## src/rtl/qed_dup_injector.sv

```systemverilog
// SQED duplicate injector: issues sanitised originals on x0-x15, queues them,
// then replays each one remapped onto x16-x31 so the two halves can be compared.
module qed_dup_injector #(
  parameter int QUEUE_DEPTH = 8,
  parameter int QADDR       = 3
) (
  input  logic             clk,
  input  logic             reset_x,
  input  logic [31:0]      ifu_instruction,
  input  logic             qed_exec_dup,
  input  logic             ifu_stall,
  output logic [31:0]      qed_instruction,
  output logic             qed_vld_out,
  output logic             qed_mode,
  output logic [15:0]      num_orig_issued,
  output logic [15:0]      num_dup_issued,
  output logic [QADDR:0]   queue_count
);

  localparam logic [31:0] NOP      = 32'h0000_0013;
  localparam logic [6:0]  OPC_OP   = 7'b0110011;
  localparam logic [6:0]  OPC_IMM  = 7'b0010011;
  localparam logic [6:0]  OPC_LUI  = 7'b0110111;
  localparam logic [QADDR:0] FULL  = (QADDR+1)'(QUEUE_DEPTH);

  typedef enum logic {ORIG = 1'b0, DUP = 1'b1} state_t;

  state_t             state, state_nx;
  logic [31:0]        mem [QUEUE_DEPTH];
  logic [QADDR-1:0]   head, tail;
  logic [QADDR:0]     count_nx;
  logic [31:0]        orig_ins, dup_ins;
  logic               push, pop;

  // Originals only touch x0-x15; an original whose rd collapses to x0 has no
  // architectural effect, so it is issued as a plain NOP and never duplicated.
  function automatic logic [31:0] sanitise(input logic [31:0] i);
    logic [31:0] r;
    r = i;
    case (i[6:0])
      OPC_OP:  begin r[24] = 1'b0; r[19] = 1'b0; r[11] = 1'b0; end
      OPC_IMM: begin r[19] = 1'b0; r[11] = 1'b0; end
      OPC_LUI: r[11] = 1'b0;
      default: r = NOP;
    endcase
    if (r[11:7] == 5'd0) r = NOP;
    return r;
  endfunction

  function automatic logic [4:0] hi_reg(input logic [4:0] f);
    return (f == 5'd0) ? 5'd0 : (f | 5'b10000);
  endfunction

  function automatic logic [31:0] remap(input logic [31:0] i);
    logic [31:0] r;
    r = i;
    case (i[6:0])
      OPC_OP: begin
        r[24:20] = hi_reg(i[24:20]);
        r[19:15] = hi_reg(i[19:15]);
        r[11:7]  = hi_reg(i[11:7]);
      end
      OPC_IMM: begin
        r[19:15] = hi_reg(i[19:15]);
        r[11:7]  = hi_reg(i[11:7]);
      end
      OPC_LUI: r[11:7] = hi_reg(i[11:7]);
      default: r = i;
    endcase
    return r;
  endfunction

  always_comb begin
    orig_ins = sanitise(ifu_instruction);
    dup_ins  = remap(mem[head]);
    push     = 1'b0;
    pop      = 1'b0;
    count_nx = queue_count;
    state_nx = state;
    if (!ifu_stall) begin
      case (state)
        ORIG: begin
          push     = (orig_ins[11:7] != 5'd0);
          count_nx = queue_count + (QADDR+1)'(push);
          if (count_nx == FULL || (qed_exec_dup && count_nx != '0))
            state_nx = DUP;
        end
        DUP: begin
          pop      = 1'b1;
          count_nx = queue_count - (QADDR+1)'(1);
          if (count_nx == '0)
            state_nx = ORIG;
        end
        default: state_nx = ORIG;
      endcase
    end
  end

  always_ff @(posedge clk or negedge reset_x) begin
    if (!reset_x) begin
      state           <= ORIG;
      head            <= '0;
      tail            <= '0;
      queue_count     <= '0;
      num_orig_issued <= '0;
      num_dup_issued  <= '0;
      qed_instruction <= NOP;
      qed_vld_out     <= 1'b0;
    end else if (!ifu_stall) begin
      state           <= state_nx;
      queue_count     <= count_nx;
      qed_vld_out     <= 1'b1;
      qed_instruction <= (state == DUP) ? dup_ins : orig_ins;
      if (push) begin
        tail            <= tail + QADDR'(1);
        num_orig_issued <= num_orig_issued + 16'd1;
      end
      if (pop) begin
        head           <= head + QADDR'(1);
        num_dup_issued <= num_dup_issued + 16'd1;
      end
    end
  end

  // Queue storage carries no reset; pointers and occupancy define validity.
  always_ff @(posedge clk) begin
    if (!ifu_stall && push)
      mem[tail] <= orig_ins;
  end

  assign qed_mode = state;

endmodule

```

## config.mk

```make
export PLATFORM = sky130hd
export DESIGN_NAME = qed_dup_injector
export DESIGN_NICKNAME = d
export VERILOG_FILES = /design/src/rtl/qed_dup_injector.sv
export SDC_FILE = /design/constraint.sdc
export NUM_CORES = 1
export LEC_CHECK = 0
export BUFFER_PORTS_ARGS = -buffer_cell sky130_fd_sc_hd__buf_2
export CORE_MARGIN = 4
export CORE_UTILIZATION = 45
export CTS_CLUSTER_SIZE = 30
export DETAILED_ROUTE_END_ITERATION = 7
export PLACE_DENSITY_LB_ADDON = 0.12
export SLEW_MARGIN = 30
export SYNTH_ARGS = -nofsm -noshare
export SYNTH_HDL_FRONTEND = slang
export SYNTH_SLANG_ARGS = --single-unit
```

## constraint.sdc

```tcl
create_clock -name clk -period 9.7 [get_ports clk]
set_clock_uncertainty 0.05 [all_clocks]
set_input_delay 1.94 -clock clk [delete_from_list [all_inputs] [get_ports clk]]
set_output_delay 1.94 -clock clk [all_outputs]
set_load 0.02 [all_outputs]
```

==> run_summary.xml, run 1 <==
<?xml version="1.0" encoding="UTF-8"?>
<metrics>
  <group name="run_status">
    <metric name="status" unit="">completed</metric>
  </group>
  <group name="timing">
    <metric name="max_freq" unit="MHz">237</metric>
    <metric name="min_period" unit="ns">4.22</metric>
    <metric name="maxSlewHeadroom" unit="">0.446</metric>
    <metric name="finalSetupViolations" unit="">0</metric>
    <metric name="drv_slew" unit="">0</metric>
    <metric name="hold_violations" unit="">0</metric>
    <metric name="postLayoutSetupSlackWorst" unit="ns">5.48</metric>
    <metric name="worst_pin_slew" unit="ns">0.831</metric>
    <metric name="tns" unit="ns">0</metric>
    <metric name="hold-worst-slack" unit="ns">0.407</metric>
    <metric name="period_share" unit="">0.435</metric>
    <metric name="grt_setup_unrepaired" unit="">no</metric>
  </group>
  <group name="synth">
    <metric name="post_synthesis_sequential_area_ratio" unit="">0.713</metric>
    <metric name="netlist_area" unit="um^2">13100</metric>
    <metric name="synth.distinct_cells" unit="">47</metric>
    <metric name="synth.top_cells.by_count" unit="">sky130_fd_sc_hd__edfxtp_1, sky130_fd_sc_hd__dfrtp_1, sky130_fd_sc_hd__mux4_2</metric>
    <metric name="yosysTopAreaCellShare" unit="">0.568</metric>
    <metric name="synth_async_sr_flop_share" unit="">0.235</metric>
    <metric name="syn_area_per_cell" unit="um^2">17.4</metric>
    <metric name="yosys-top-cells-area" unit="">sky130_fd_sc_hd__edfxtp_1, sky130_fd_sc_hd__dfrtp_1, sky130_fd_sc_hd__mux4_2</metric>
    <metric name="synth_top_cell_by_area" unit="">sky130_fd_sc_hd__edfxtp_1</metric>
    <metric name="postSynth.topFlopCell" unit="">sky130_fd_sc_hd__edfxtp_1</metric>
    <metric name="syn_inst" unit="">754</metric>
    <metric name="synth_seq_cells" unit="">324</metric>
    <metric name="yosys.cell_count.top_type" unit="">sky130_fd_sc_hd__edfxtp_1</metric>
    <metric name="edff_count_synth" unit="">248</metric>
    <metric name="yosysWarningCount" unit="">0</metric>
  </group>
  <group name="worst_setup_path">
    <metric name="r2r_setup_slack" unit="ns">6.44</metric>
    <metric name="arrival" unit="ns">4.30</metric>
    <metric name="cp_common_cell" unit="">sky130_fd_sc_hd__buf_4</metric>
    <metric name="max_stage_delay" unit="ns">0.51</metric>
    <metric name="cp-start-kind" unit="">input port</metric>
    <metric name="critical_path.top_delay_family" unit="">simple AND/OR/NAND/NOR gates</metric>
    <metric name="cp_cell_sequence" unit="">buf_2 &gt; nand4b_1 &gt; nor4_2 &gt; buf_4 &gt; and2_1 &gt; nand2_1 &gt; nor2_2 &gt; buf_4</metric>
    <metric name="cp-end-kind" unit="">register</metric>
    <metric name="timing.critical_path.required" unit="ns">9.78</metric>
    <metric name="critPathBufInv" unit="">3</metric>
    <metric name="type_of_the_worst_setup_path" unit="">in2reg</metric>
    <metric name="critical_path.max_fanout" unit="">39</metric>
    <metric name="timing.critical_path.slowest_stage_cell" unit="">sky130_fd_sc_hd__buf_4</metric>
  </group>
  <group name="drt">
    <metric name="drt_pre_antenna_iters" unit="">4</metric>
    <metric name="drc" unit="">0</metric>
    <metric name="detail_route.iter0.violations" unit="">508</metric>
    <metric name="wire_per_inst" unit="um">21.0</metric>
    <metric name="route.final.wire_length" unit="um">27800</metric>
    <metric name="viasPerCell" unit="">5.36</metric>
    <metric name="vias" unit="">7093</metric>
    <metric name="antenna_violating_nets_post_route" unit="">0</metric>
  </group>
  <group name="clocking">
    <metric name="cts_max_path_buffers" unit="">3</metric>
    <metric name="cts-htree-levels" unit="">2</metric>
    <metric name="postCtsResizedCells" unit="">0</metric>
    <metric name="insertion_delay_to_the_later_sink_of_the_worst_skew_pair" unit="ns">0.50</metric>
    <metric name="number_of_buffers_added_by_the_clock_tree_synthesis_step" unit="">36</metric>
    <metric name="clk_root_buffer_cell" unit="">sky130_fd_sc_hd__clkbuf_16</metric>
    <metric name="tritoncts" unit="">yes</metric>
    <metric name="worst_setup_hold_path_clk_slew" unit="ns">0.06</metric>
    <metric name="cts.hold.buffers_added" unit="">0</metric>
    <metric name="clock_sink_count" unit="">324</metric>
    <metric name="cts_post_setup_buffers_inserted" unit="">0</metric>
  </group>
  <group name="power">
    <metric name="fin_total_pwr" unit="mW">4.12</metric>
    <metric name="cellLeakagePower" unit="nW">5.97</metric>
    <metric name="largest_vdd_supply_drop" unit="mV">0.118</metric>
    <metric name="power_per_cell_area" unit="nW/um^2">267</metric>
  </group>
  <group name="global_route">
    <metric name="grt_max_degree" unit="">77</metric>
    <metric name="busiest_layer" unit="">met2</metric>
    <metric name="grtUsageMet1" unit="">0.237</metric>
    <metric name="grt_total_usage" unit="">0.179</metric>
    <metric name="use_met2" unit="">0.315</metric>
    <metric name="gr-usage-met3" unit="">0.0283</metric>
    <metric name="first_global_vias" unit="">7547</metric>
    <metric name="grt_first_pass_wirelength" unit="um">43400</metric>
    <metric name="initial_antenna_violation_count" unit="">0</metric>
    <metric name="grt.overflow.total" unit="">0</metric>
  </group>
  <group name="placed_design">
    <metric name="preCtsSetupSlack" unit="ns">4.97</metric>
    <metric name="buffer_ports.inserted" unit="">104</metric>
    <metric name="place_hpwl" unit="um">16000</metric>
    <metric name="gp_routability_congestion" unit="">0.746</metric>
  </group>
  <group name="die">
    <metric name="dieWidth" unit="um">179</metric>
    <metric name="die_h" unit="um">179</metric>
    <metric name="initial_utilization" unit="">0.457</metric>
    <metric name="std_cell_rows" unit="">62</metric>
    <metric name="core_region_area" unit="um^2">28700</metric>
    <metric name="die_area" unit="um^2">32000</metric>
    <metric name="io-pin-count" unit="">106</metric>
  </group>
  <group name="final_layout">
    <metric name="areaGrowthSynthToFinish" unit="%">17.6</metric>
    <metric name="antennaDiodeCount" unit="">0</metric>
    <metric name="fillerInstances" unit="">2354</metric>
    <metric name="layout-drive-gt1-share" unit="">0.271</metric>
    <metric name="num-nets-final" unit="">958</metric>
  </group>
  <group name="run">
    <metric name="cap_viol_max_count" unit="">0</metric>
  </group>
  <group name="hold_path">
    <metric name="worstHoldPathType" unit="">reg2reg</metric>
  </group>
</metrics>
-- per-stage QoR --
step / util / instances / cell area, um^2
after floorplan: - / 792 / 13300
final: 0.537 / 1324 / 15400
after global routing: 0.537 / 1324 / 15400
after global placement: 0.496 / 1260 / 14200
after detailed placement: 0.496 / 1260 / 14200
after CTS: 0.537 / 1324 / 15400
-- layout by cell type, fill, tap and decap left out, types with 5 or more instances in the layout --
cell type                   Yosys  routed
sky130_fd_sc_hd__edfxtp_1     248     248
sky130_fd_sc_hd__buf_2         11     103
sky130_fd_sc_hd__dfrtp_1       73      69
sky130_fd_sc_hd__mux4_2        59      59
sky130_fd_sc_hd__nand2_1       53      53
sky130_fd_sc_hd__conb_1         2      40
sky130_fd_sc_hd__clkbuf_16      0      37
sky130_fd_sc_hd__mux2i_1       27      27
sky130_fd_sc_hd__and2_1        26      26
sky130_fd_sc_hd__xnor2_1       22      22
sky130_fd_sc_hd__nor2_1        23      20
sky130_fd_sc_hd__a21oi_1       18      18
sky130_fd_sc_hd__xor2_1        17      17
sky130_fd_sc_hd__buf_4          4      17
sky130_fd_sc_hd__a211oi_1      15      15
sky130_fd_sc_hd__a21o_1        14      14
sky130_fd_sc_hd__o21ai_0       13      13
sky130_fd_sc_hd__nand4_1       11      11
sky130_fd_sc_hd__nor2b_1        8       8
sky130_fd_sc_hd__o21ai_1        8       8
sky130_fd_sc_hd__ha_1           8       8
sky130_fd_sc_hd__inv_1          7       7
sky130_fd_sc_hd__and3_1         7       7
sky130_fd_sc_hd__nand2b_1       7       7
sky130_fd_sc_hd__nand3_1        7       7
sky130_fd_sc_hd__nor3_1        10       6
sky130_fd_sc_hd__clkbuf_1      16       6
sky130_fd_sc_hd__clkinv_2       0       5
sky130_fd_sc_hd__clkbuf_8       0       5
-- worst register-to-register path, cell delays in order (launching register included) --
cell and delay [ns]:
sky130_fd_sc_hd__dfrtp_2 0.65, sky130_fd_sc_hd__buf_4 0.73, sky130_fd_sc_hd__mux4_2 0.62, sky130_fd_sc_hd__mux2_4 0.30
sky130_fd_sc_hd__a2111oi_4 0.41, sky130_fd_sc_hd__a41oi_1 0.22, sky130_fd_sc_hd__o31ai_2 0.20
-- sequential cells by signal, indices dropped and copies added (netlist names) --
signal           flops
mem                248
qed_instruction     32
num_dup_issued      16
num_orig_issued     16
queue_count          4
head                 3
tail                 3
qed_mode             1
qed_vld_out          1
-- final cells by class --
class,count,area [um^2],area share
multi-input cells,424,3730,0.242
repair buffers,121,654,0.0424
flip-flops and latches,324,9360,0.607
clock buffers,48,1020,0.0659
clock inverters,16,161,0.0105
well taps,384,480,0.0311
inverters,7,26.3,0.00170
-- per-layer routing --
| metal | vias up | share of wire | wire (um) |
|---|---|---|---|
| met5 | - | 0 | 0 |
| met4 | 0 | 0.015 | 429 |
| met3 | 38 | 0.043 | 1190 |
| met2 | 157 | 0.52 | 14500 |
| met1 | 3696 | 0.42 | 11700 |
| li1 | 3202 | - | - |
-- power by group --
part	internal (mW)	switching, mW	total (mW)	leakage, nW
registers	1.59	0.117	1.70	3.28
clock network	0.816	0.512	1.33	0.572
logic	0.497	0.594	1.09	2.12
total	2.90	1.22	4.12	5.97
-- logic make-up after synthesis --
kind of cell	Yosys count	synth area share
compound gates	82	0.0425
xor+xnor	39	0.0260
fa+ha+maj	8	0.00763
buf+inv	44	0.0171
flops	324	0.713
mux	92	0.131
other cells	2	0.000572
simple gates	163	0.0624
-- final timing paths --
check | from | end | cells after the start
min | num_orig_issued[15] | num_orig_issued[15] | 1
min reg2reg | num_orig_issued[15] | num_orig_issued[15] | 1
max in group asynchronous | reset_x | head[1] | 1
max | ifu_instruction[3] | mem[5][12] | 8
min in group asynchronous | reset_x | qed_instruction[21] | 1
max reg2reg | head[1] | qed_instruction[24] | 6
Power figures use the tool's default switching activity.
==> inputs of run 2 (changes only) <==
==> constraint.sdc (replaced) <==
create_clock -name clk -period 3.6 [get_ports clk]
set_clock_uncertainty 0.05 [all_clocks]
set_input_delay 0.72 -clock clk [delete_from_list [all_inputs] [get_ports clk]]
set_output_delay 0.72 -clock clk [all_outputs]
set_load 0.02 [all_outputs]
==> run_summary.xml, run 2 (synthesized netlist as in run 1, its figures left out) <==
<?xml version="1.0" encoding="UTF-8"?>
<metrics>
  <group name="global_route">
    <metric name="grt.overflow.total" unit="">0</metric>
    <metric name="grt_first_pass_wirelength" unit="um">43900</metric>
    <metric name="initial_antenna_violation_count" unit="">0</metric>
    <metric name="grt_total_usage" unit="">0.181</metric>
    <metric name="grt_max_degree" unit="">49</metric>
    <metric name="first_global_vias" unit="">7447</metric>
  </group>
  <group name="final_layout">
    <metric name="num-nets-final" unit="">977</metric>
    <metric name="final_area" unit="um^2">15700</metric>
    <metric name="areaGrowthSynthToFinish" unit="%">19.6</metric>
    <metric name="largest_register_ffs" unit="">248</metric>
    <metric name="largest-register" unit="">mem</metric>
    <metric name="fillerInstances" unit="">2296</metric>
    <metric name="final_common_cell" unit="">sky130_fd_sc_hd__edfxtp_1</metric>
    <metric name="final_cell_count_no_fill" unit="">1345</metric>
    <metric name="layout_top_registers" unit="">mem x248, qed_instruction x32</metric>
    <metric name="final_cell_mix" unit="">sky130_fd_sc_hd__edfxtp_1, sky130_fd_sc_hd__buf_2, sky130_fd_sc_hd__dfrtp_1, sky130_fd_sc_hd__mux4_2, sky130_fd_sc_hd__nand2_1</metric>
    <metric name="antennaDiodeCount" unit="">0</metric>
    <metric name="layout-drive-gt1-share" unit="">0.284</metric>
  </group>
  <group name="drt">
    <metric name="detail_route.iter0.violations" unit="">508</metric>
    <metric name="route.final.wire_length" unit="um">28700</metric>
    <metric name="drc" unit="">0</metric>
    <metric name="drt_pre_antenna_iters" unit="">5</metric>
    <metric name="antenna_violating_nets_post_route" unit="">0</metric>
    <metric name="vias" unit="">7224</metric>
    <metric name="viasPerCell" unit="">5.37</metric>
    <metric name="wire_per_inst" unit="um">21.3</metric>
  </group>
  <group name="clocking">
    <metric name="tritoncts" unit="">yes</metric>
    <metric name="worst_setup_hold_path_clk_slew" unit="ns">0.06</metric>
    <metric name="cts_post_setup_buffers_inserted" unit="">0</metric>
    <metric name="clk_root_buffer_cell" unit="">sky130_fd_sc_hd__clkbuf_16</metric>
    <metric name="cts-htree-levels" unit="">2</metric>
    <metric name="clock_sink_count" unit="">324</metric>
    <metric name="cts_max_path_buffers" unit="">3</metric>
    <metric name="postCtsResizedCells" unit="">0</metric>
    <metric name="insertion_delay_to_the_later_sink_of_the_worst_skew_pair" unit="ns">0.51</metric>
    <metric name="number_of_buffers_added_by_the_clock_tree_synthesis_step" unit="">37</metric>
    <metric name="cts.hold.buffers_added" unit="">0</metric>
  </group>
  <group name="die">
    <metric name="initial_utilization" unit="">0.457</metric>
    <metric name="core_region_area" unit="um^2">28700</metric>
    <metric name="io-pin-count" unit="">106</metric>
    <metric name="std_cell_rows" unit="">62</metric>
    <metric name="die_area" unit="um^2">32000</metric>
    <metric name="dieWidth" unit="um">179</metric>
    <metric name="die_h" unit="um">179</metric>
  </group>
  <group name="timing">
    <metric name="drv_slew" unit="">0</metric>
    <metric name="worst_pin_slew" unit="ns">0.673</metric>
    <metric name="hold_violations" unit="">0</metric>
    <metric name="period_share" unit="">0.752</metric>
    <metric name="max_freq" unit="MHz">369</metric>
    <metric name="finalSetupViolations" unit="">0</metric>
    <metric name="min_period" unit="ns">2.71</metric>
    <metric name="maxSlewHeadroom" unit="">0.547</metric>
    <metric name="postLayoutSetupSlackWorst" unit="ns">0.892</metric>
    <metric name="tns" unit="ns">0</metric>
    <metric name="grt_setup_unrepaired" unit="">no</metric>
  </group>
  <group name="worst_setup_path">
    <metric name="cp-end-kind" unit="">register</metric>
    <metric name="cp-start-kind" unit="">register</metric>
    <metric name="critical_path.max_fanout" unit="">17</metric>
    <metric name="timing.critical_path.required" unit="ns">3.96</metric>
    <metric name="arrival" unit="ns">3.07</metric>
    <metric name="type_of_the_worst_setup_path" unit="">reg2reg</metric>
  </group>
  <group name="run">
    <metric name="cap_viol_max_count" unit="">0</metric>
  </group>
  <group name="placed_design">
    <metric name="gp_routability_congestion" unit="">0.811</metric>
    <metric name="place_inst" unit="">1278</metric>
    <metric name="postPlaceCellArea" unit="um^2">14500</metric>
    <metric name="preCtsSetupSlack" unit="ns">0.471</metric>
    <metric name="place_hpwl" unit="um">18100</metric>
    <metric name="buffer_ports.inserted" unit="">104</metric>
  </group>
  <group name="hold_path">
    <metric name="worstHoldPathType" unit="">in2async</metric>
  </group>
  <group name="power">
    <metric name="cellLeakagePower" unit="nW">6.11</metric>
    <metric name="largest_vdd_supply_drop" unit="mV">0.409</metric>
    <metric name="fin_total_pwr" unit="mW">11.3</metric>
    <metric name="power_per_cell_area" unit="nW/um^2">720</metric>
  </group>
  <group name="run_status">
    <metric name="status" unit="">completed</metric>
  </group>
</metrics>
## run 2: per-layer routing
| layer | up-vias | GRT usage | routed length [um] |
|---|---|---|---|
| met5 | - | 0 | 0 |
| met4 | 0 | 0.0429 | 558 |
| met3 | 46 | 0.0251 | 1180 |
| met2 | 164 | 0.308 | 14500 |
| met1 | 3751 | 0.251 | 12500 |
| li1 | 3263 | - | - |
## run 2: where the power goes
group | switching (mW) | internal (mW)
clock network | 1.42 | 2.26
logic | 1.60 | 1.39
registers | 0.363 | 4.28
total | 3.38 | 7.92
## run 2: final cells by class
cell class	count	area, um^2	share of cell area
multi-input cells	424	3760	0.240
clock buffers	51	1050	0.0670
well taps	384	480	0.0306
flip-flops and latches	324	9360	0.596
inverters	7	26.3	0.00167
repair buffers	139	861	0.0548
clock inverters	16	158	0.0100
## run 2: per-stage QoR
| stage | utilization | hold slack, ns |
|---|---|---|
| after floorplan | - | 0.374 |
| after global placement | 0.505 | 0.398 |
| after detailed placement | 0.505 | 0.401 |
| after CTS | 0.547 | 0.151 |
| after global routing | 0.547 | 0.168 |
| final | 0.547 | 0.125 |
## run 2: path summary, 6_finish.rpt
path | from | endpoint | slack, ns | depth (start not counted)
min in group clk | num_orig_issued[15] | num_orig_issued[15] | 0.41 | 1
worst min register to register | num_orig_issued[15] | num_orig_issued[15] | 0.41 | 1
worst max-delay path | head[0] | qed_instruction[24] | 0.89 | 5
max in group asynchronous | reset_x | qed_instruction[1] | 2.59 | 2
worst min-delay path | reset_x | qed_instruction[29] | 0.12 | 1
worst max register to register | head[0] | qed_instruction[24] | 0.89 | 5
## run 2: critical path, cell delays in order (launching register included)
cell and delay (ns):
sky130_fd_sc_hd__dfrtp_2 0.73, sky130_fd_sc_hd__mux4_2 0.58, sky130_fd_sc_hd__mux2_4 0.31, sky130_fd_sc_hd__a2111oi_4 0.50
sky130_fd_sc_hd__a41oi_1 0.23, sky130_fd_sc_hd__o31ai_2 0.21
==> inputs of run 3 (changes only) <==
--- a/config.mk
+++ b/config.mk
@@ -5,6 +5,7 @@
 export SDC_FILE = /design/constraint.sdc
 export NUM_CORES = 1
 export LEC_CHECK = 0
+export ABC_AREA = 1
 export BUFFER_PORTS_ARGS = -buffer_cell sky130_fd_sc_hd__buf_2
 export CORE_MARGIN = 4
 export CORE_UTILIZATION = 45
==> constraint.sdc (replaced) <==
create_clock -name clk -period 2.3 [get_ports clk]
set_clock_uncertainty 0.05 [all_clocks]
set_input_delay 0.46 -clock clk [delete_from_list [all_inputs] [get_ports clk]]
set_output_delay 0.46 -clock clk [all_outputs]
set_load 0.02 [all_outputs]
==> run_summary.xml, run 3 <==
<?xml version="1.0" encoding="UTF-8"?>
<metrics>
  <group name="placed_design">
    <metric name="gp_routability_congestion" unit="">0.770</metric>
    <metric name="place_hpwl" unit="um">21500</metric>
    <metric name="postPlaceCellArea" unit="um^2">15700</metric>
    <metric name="preCtsSetupSlack" unit="ns">-0.226</metric>
    <metric name="buffer_ports.inserted" unit="">104</metric>
    <metric name="place_inst" unit="">1864</metric>
  </group>
  <group name="worst_setup_path">
    <metric name="max_stage_delay" unit="ns">0.45</metric>
    <metric name="cp-end-kind" unit="">register</metric>
    <metric name="cp_cell_sequence" unit="">clkinv_2 &gt; buf_4 &gt; o21ai_0 &gt; nand2_1 &gt; nand2_1 &gt; nand2_1 &gt; nor2_1 &gt; nand2_1 &gt; nand2_1 &gt; nand2_1 &gt; nand2_1 &gt; nand2_1</metric>
    <metric name="r2r_setup_slack" unit="ns">0.20</metric>
    <metric name="timing.critical_path.slowest_stage_cell" unit="">sky130_fd_sc_hd__dfrtp_4</metric>
    <metric name="type_of_the_worst_setup_path" unit="">reg2reg</metric>
    <metric name="timing.critical_path.required" unit="ns">2.64</metric>
    <metric name="critical_path.max_fanout" unit="">10</metric>
    <metric name="cp_common_cell" unit="">sky130_fd_sc_hd__nand2_1</metric>
    <metric name="cp-start-kind" unit="">register</metric>
    <metric name="arrival" unit="ns">2.44</metric>
  </group>
  <group name="die">
    <metric name="core_region_area" unit="um^2">30500</metric>
    <metric name="std_cell_rows" unit="">64</metric>
    <metric name="die_area" unit="um^2">33700</metric>
    <metric name="dieWidth" unit="um">184</metric>
    <metric name="initial_utilization" unit="">0.455</metric>
    <metric name="die_h" unit="um">184</metric>
    <metric name="io-pin-count" unit="">106</metric>
  </group>
  <group name="synth">
    <metric name="syn_area_per_cell" unit="um^2">10.6</metric>
    <metric name="synth.top_cells.by_count" unit="">sky130_fd_sc_hd__nand2_1, sky130_fd_sc_hd__edfxtp_1, sky130_fd_sc_hd__nor2_1</metric>
    <metric name="yosys-top-cells-area" unit="">sky130_fd_sc_hd__edfxtp_1, sky130_fd_sc_hd__dfrtp_1, sky130_fd_sc_hd__nand2_1</metric>
    <metric name="postSynth.topFlopCell" unit="">sky130_fd_sc_hd__edfxtp_1</metric>
    <metric name="edff_count_synth" unit="">248</metric>
    <metric name="syn_inst" unit="">1316</metric>
    <metric name="yosysWarningCount" unit="">0</metric>
    <metric name="yosys.cell_count.top_type" unit="">sky130_fd_sc_hd__nand2_1</metric>
    <metric name="synth.distinct_cells" unit="">36</metric>
    <metric name="synth_top_cell_by_area" unit="">sky130_fd_sc_hd__edfxtp_1</metric>
    <metric name="yosysTopAreaCellShare" unit="">0.536</metric>
    <metric name="synth_seq_cells" unit="">324</metric>
    <metric name="synth_async_sr_flop_share" unit="">0.235</metric>
    <metric name="post_synthesis_sequential_area_ratio" unit="">0.673</metric>
    <metric name="netlist_area" unit="um^2">13900</metric>
  </group>
  <group name="run_status">
    <metric name="status" unit="">completed</metric>
  </group>
  <group name="drt">
    <metric name="route.final.wire_length" unit="um">34200</metric>
    <metric name="vias" unit="">9739</metric>
    <metric name="viasPerCell" unit="">5.04</metric>
    <metric name="wire_per_inst" unit="um">17.7</metric>
    <metric name="antenna_violating_nets_post_route" unit="">0</metric>
    <metric name="detail_route.iter0.violations" unit="">876</metric>
    <metric name="drt_pre_antenna_iters" unit="">5</metric>
    <metric name="drc" unit="">0</metric>
  </group>
  <group name="clocking">
    <metric name="clock_sink_count" unit="">324</metric>
    <metric name="worst_setup_hold_path_clk_slew" unit="ns">0.06</metric>
    <metric name="number_of_buffers_added_by_the_clock_tree_synthesis_step" unit="">36</metric>
    <metric name="insertion_delay_to_the_later_sink_of_the_worst_skew_pair" unit="ns">0.51</metric>
    <metric name="cts-htree-levels" unit="">2</metric>
    <metric name="tritoncts" unit="">yes</metric>
    <metric name="clk_root_buffer_cell" unit="">sky130_fd_sc_hd__clkbuf_16</metric>
    <metric name="cts_max_path_buffers" unit="">3</metric>
  </group>
  <group name="final_layout">
    <metric name="num-nets-final" unit="">1551</metric>
    <metric name="layout_top_registers" unit="">mem x248, qed_instruction x32</metric>
    <metric name="areaGrowthSynthToFinish" unit="%">21.9</metric>
    <metric name="largest-register" unit="">mem</metric>
    <metric name="final_common_cell" unit="">sky130_fd_sc_hd__nand2_1</metric>
    <metric name="layout-drive-gt1-share" unit="">0.173</metric>
    <metric name="largest_register_ffs" unit="">248</metric>
    <metric name="final_area" unit="um^2">16900</metric>
    <metric name="antennaDiodeCount" unit="">0</metric>
    <metric name="final_cell_mix" unit="">sky130_fd_sc_hd__nand2_1, sky130_fd_sc_hd__edfxtp_1, sky130_fd_sc_hd__nor2_1, sky130_fd_sc_hd__inv_1, sky130_fd_sc_hd__buf_2</metric>
    <metric name="final_cell_count_no_fill" unit="">1931</metric>
    <metric name="finalCoreUtilization" unit="">0.555</metric>
    <metric name="fillerInstances" unit="">2635</metric>
  </group>
  <group name="power">
    <metric name="cellLeakagePower" unit="nW">7.31</metric>
    <metric name="power_per_cell_area" unit="nW/um^2">1150</metric>
    <metric name="largest_vdd_supply_drop" unit="mV">0.874</metric>
  </group>
  <group name="timing">
    <metric name="drv_slew" unit="">0</metric>
    <metric name="min_period" unit="ns">2.10</metric>
    <metric name="max_freq" unit="MHz">477</metric>
    <metric name="hold_violations" unit="">0</metric>
    <metric name="maxSlewHeadroom" unit="">0.568</metric>
    <metric name="finalSetupViolations" unit="">0</metric>
    <metric name="period_share" unit="">0.912</metric>
    <metric name="grt_setup_unrepaired" unit="">no</metric>
    <metric name="worst_pin_slew" unit="ns">0.647</metric>
    <metric name="postLayoutSetupSlackWorst" unit="ns">0.204</metric>
  </group>
  <group name="global_route">
    <metric name="grt.overflow.total" unit="">0</metric>
    <metric name="grt_max_degree" unit="">62</metric>
    <metric name="grt_first_pass_wirelength" unit="um">53800</metric>
    <metric name="initial_antenna_violation_count" unit="">0</metric>
    <metric name="grt_total_usage" unit="">0.204</metric>
    <metric name="first_global_vias" unit="">9619</metric>
  </group>
  <group name="run">
    <metric name="cap_viol_max_count" unit="">0</metric>
  </group>
  <group name="hold_path">
    <metric name="worstHoldPathType" unit="">in2reg</metric>
  </group>
</metrics>
[run 3: cell count changes after synthesis, sizes merged, moves of 23 or more]
| cell | delta |
|---|---|
| nand2 | +256 |
| o21ai | +66 |
| mux2i | -27 |
| o211ai | +23 |
| inv | +132 |
| nor2 | +136 |
| nand3 | +84 |
| and2 | -26 |
| mux4 | -62 |
[run 3: final cells by class]
cell class	instances	area, um^2	area share
sequential	324	9360	0.553
multi-input combinational	827	4030	0.238
timing repair buffer	177	1290	0.0760
clock buffer	52	1040	0.0616
inverter	141	546	0.0322
tap	396	495	0.0293
clock inverter	14	176	0.0104
[run 3: logic make-up (layout without fill, tap and decap cells)]
family / count (synthesis) / in the layout / share of synthesized area
simple gates: 591 / 591 / 0.173
flops: 324 / 324 / 0.673
buf+inv: 203 / 384 / 0.0586
compound gates: 153 / 153 / 0.0651
other cells: 2 / 40 / 0.000541
fa+ha+maj: 8 / 8 / 0.00721
xor+xnor: 35 / 35 / 0.0221
[run 3: stage by stage]
step	TNS [ns]	hold WS, ns	power [mW]
detailed placement	-30.34	0.307	13.8
finish	0	0.186	19.5
floorplan	-96.72	0.114	11.4
global placement	-25.41	0.302	13.7
global route	0	0.183	20.7
CTS	0	0.164	19.7
[run 3: layer usage]
metal,global-route usage,share of wire
met1,0.276,0.43
met2,0.344,0.49
met3,0.0307,0.046
met4,0.0660,0.030
met5,0,0
[run 3: path summary, 6_finish.rpt]
check,from,endpoint,cells after the start
max,head[0],qed_instruction[19],12
min,ifu_instruction[12],qed_instruction[12],3
max reg2reg,head[0],qed_instruction[19],12
min reg2reg,num_dup_issued[15],num_dup_issued[15],1
max in group asynchronous,reset_x,qed_instruction[1],3
min in group asynchronous,reset_x,num_dup_issued[4],2
[run 3: worst max-delay path: cells and delay by family, from the launching register on]
family                 cells  cell delay (ns)
AO/OA/AOI/OAI              1             0.21
buffers and inverters      2             0.46
flip-flops                 1             0.45
AND/OR/NAND/NOR            9             0.80
[run 3: repair_timing]
item                                   in CTS  in global routing
hold buffers                                1                  0
setup endpoints to repair                   0                  1
setup buffers                               0                  0
endpoints found under the hold margin      16                  0
resized for setup                           0                  1
[run 3: report_power, final]
group / switching (mW) / internal, mW
combinational: 4.25 / 2.16
clock: 2.26 / 3.61
sequential: 0.428 / 6.77
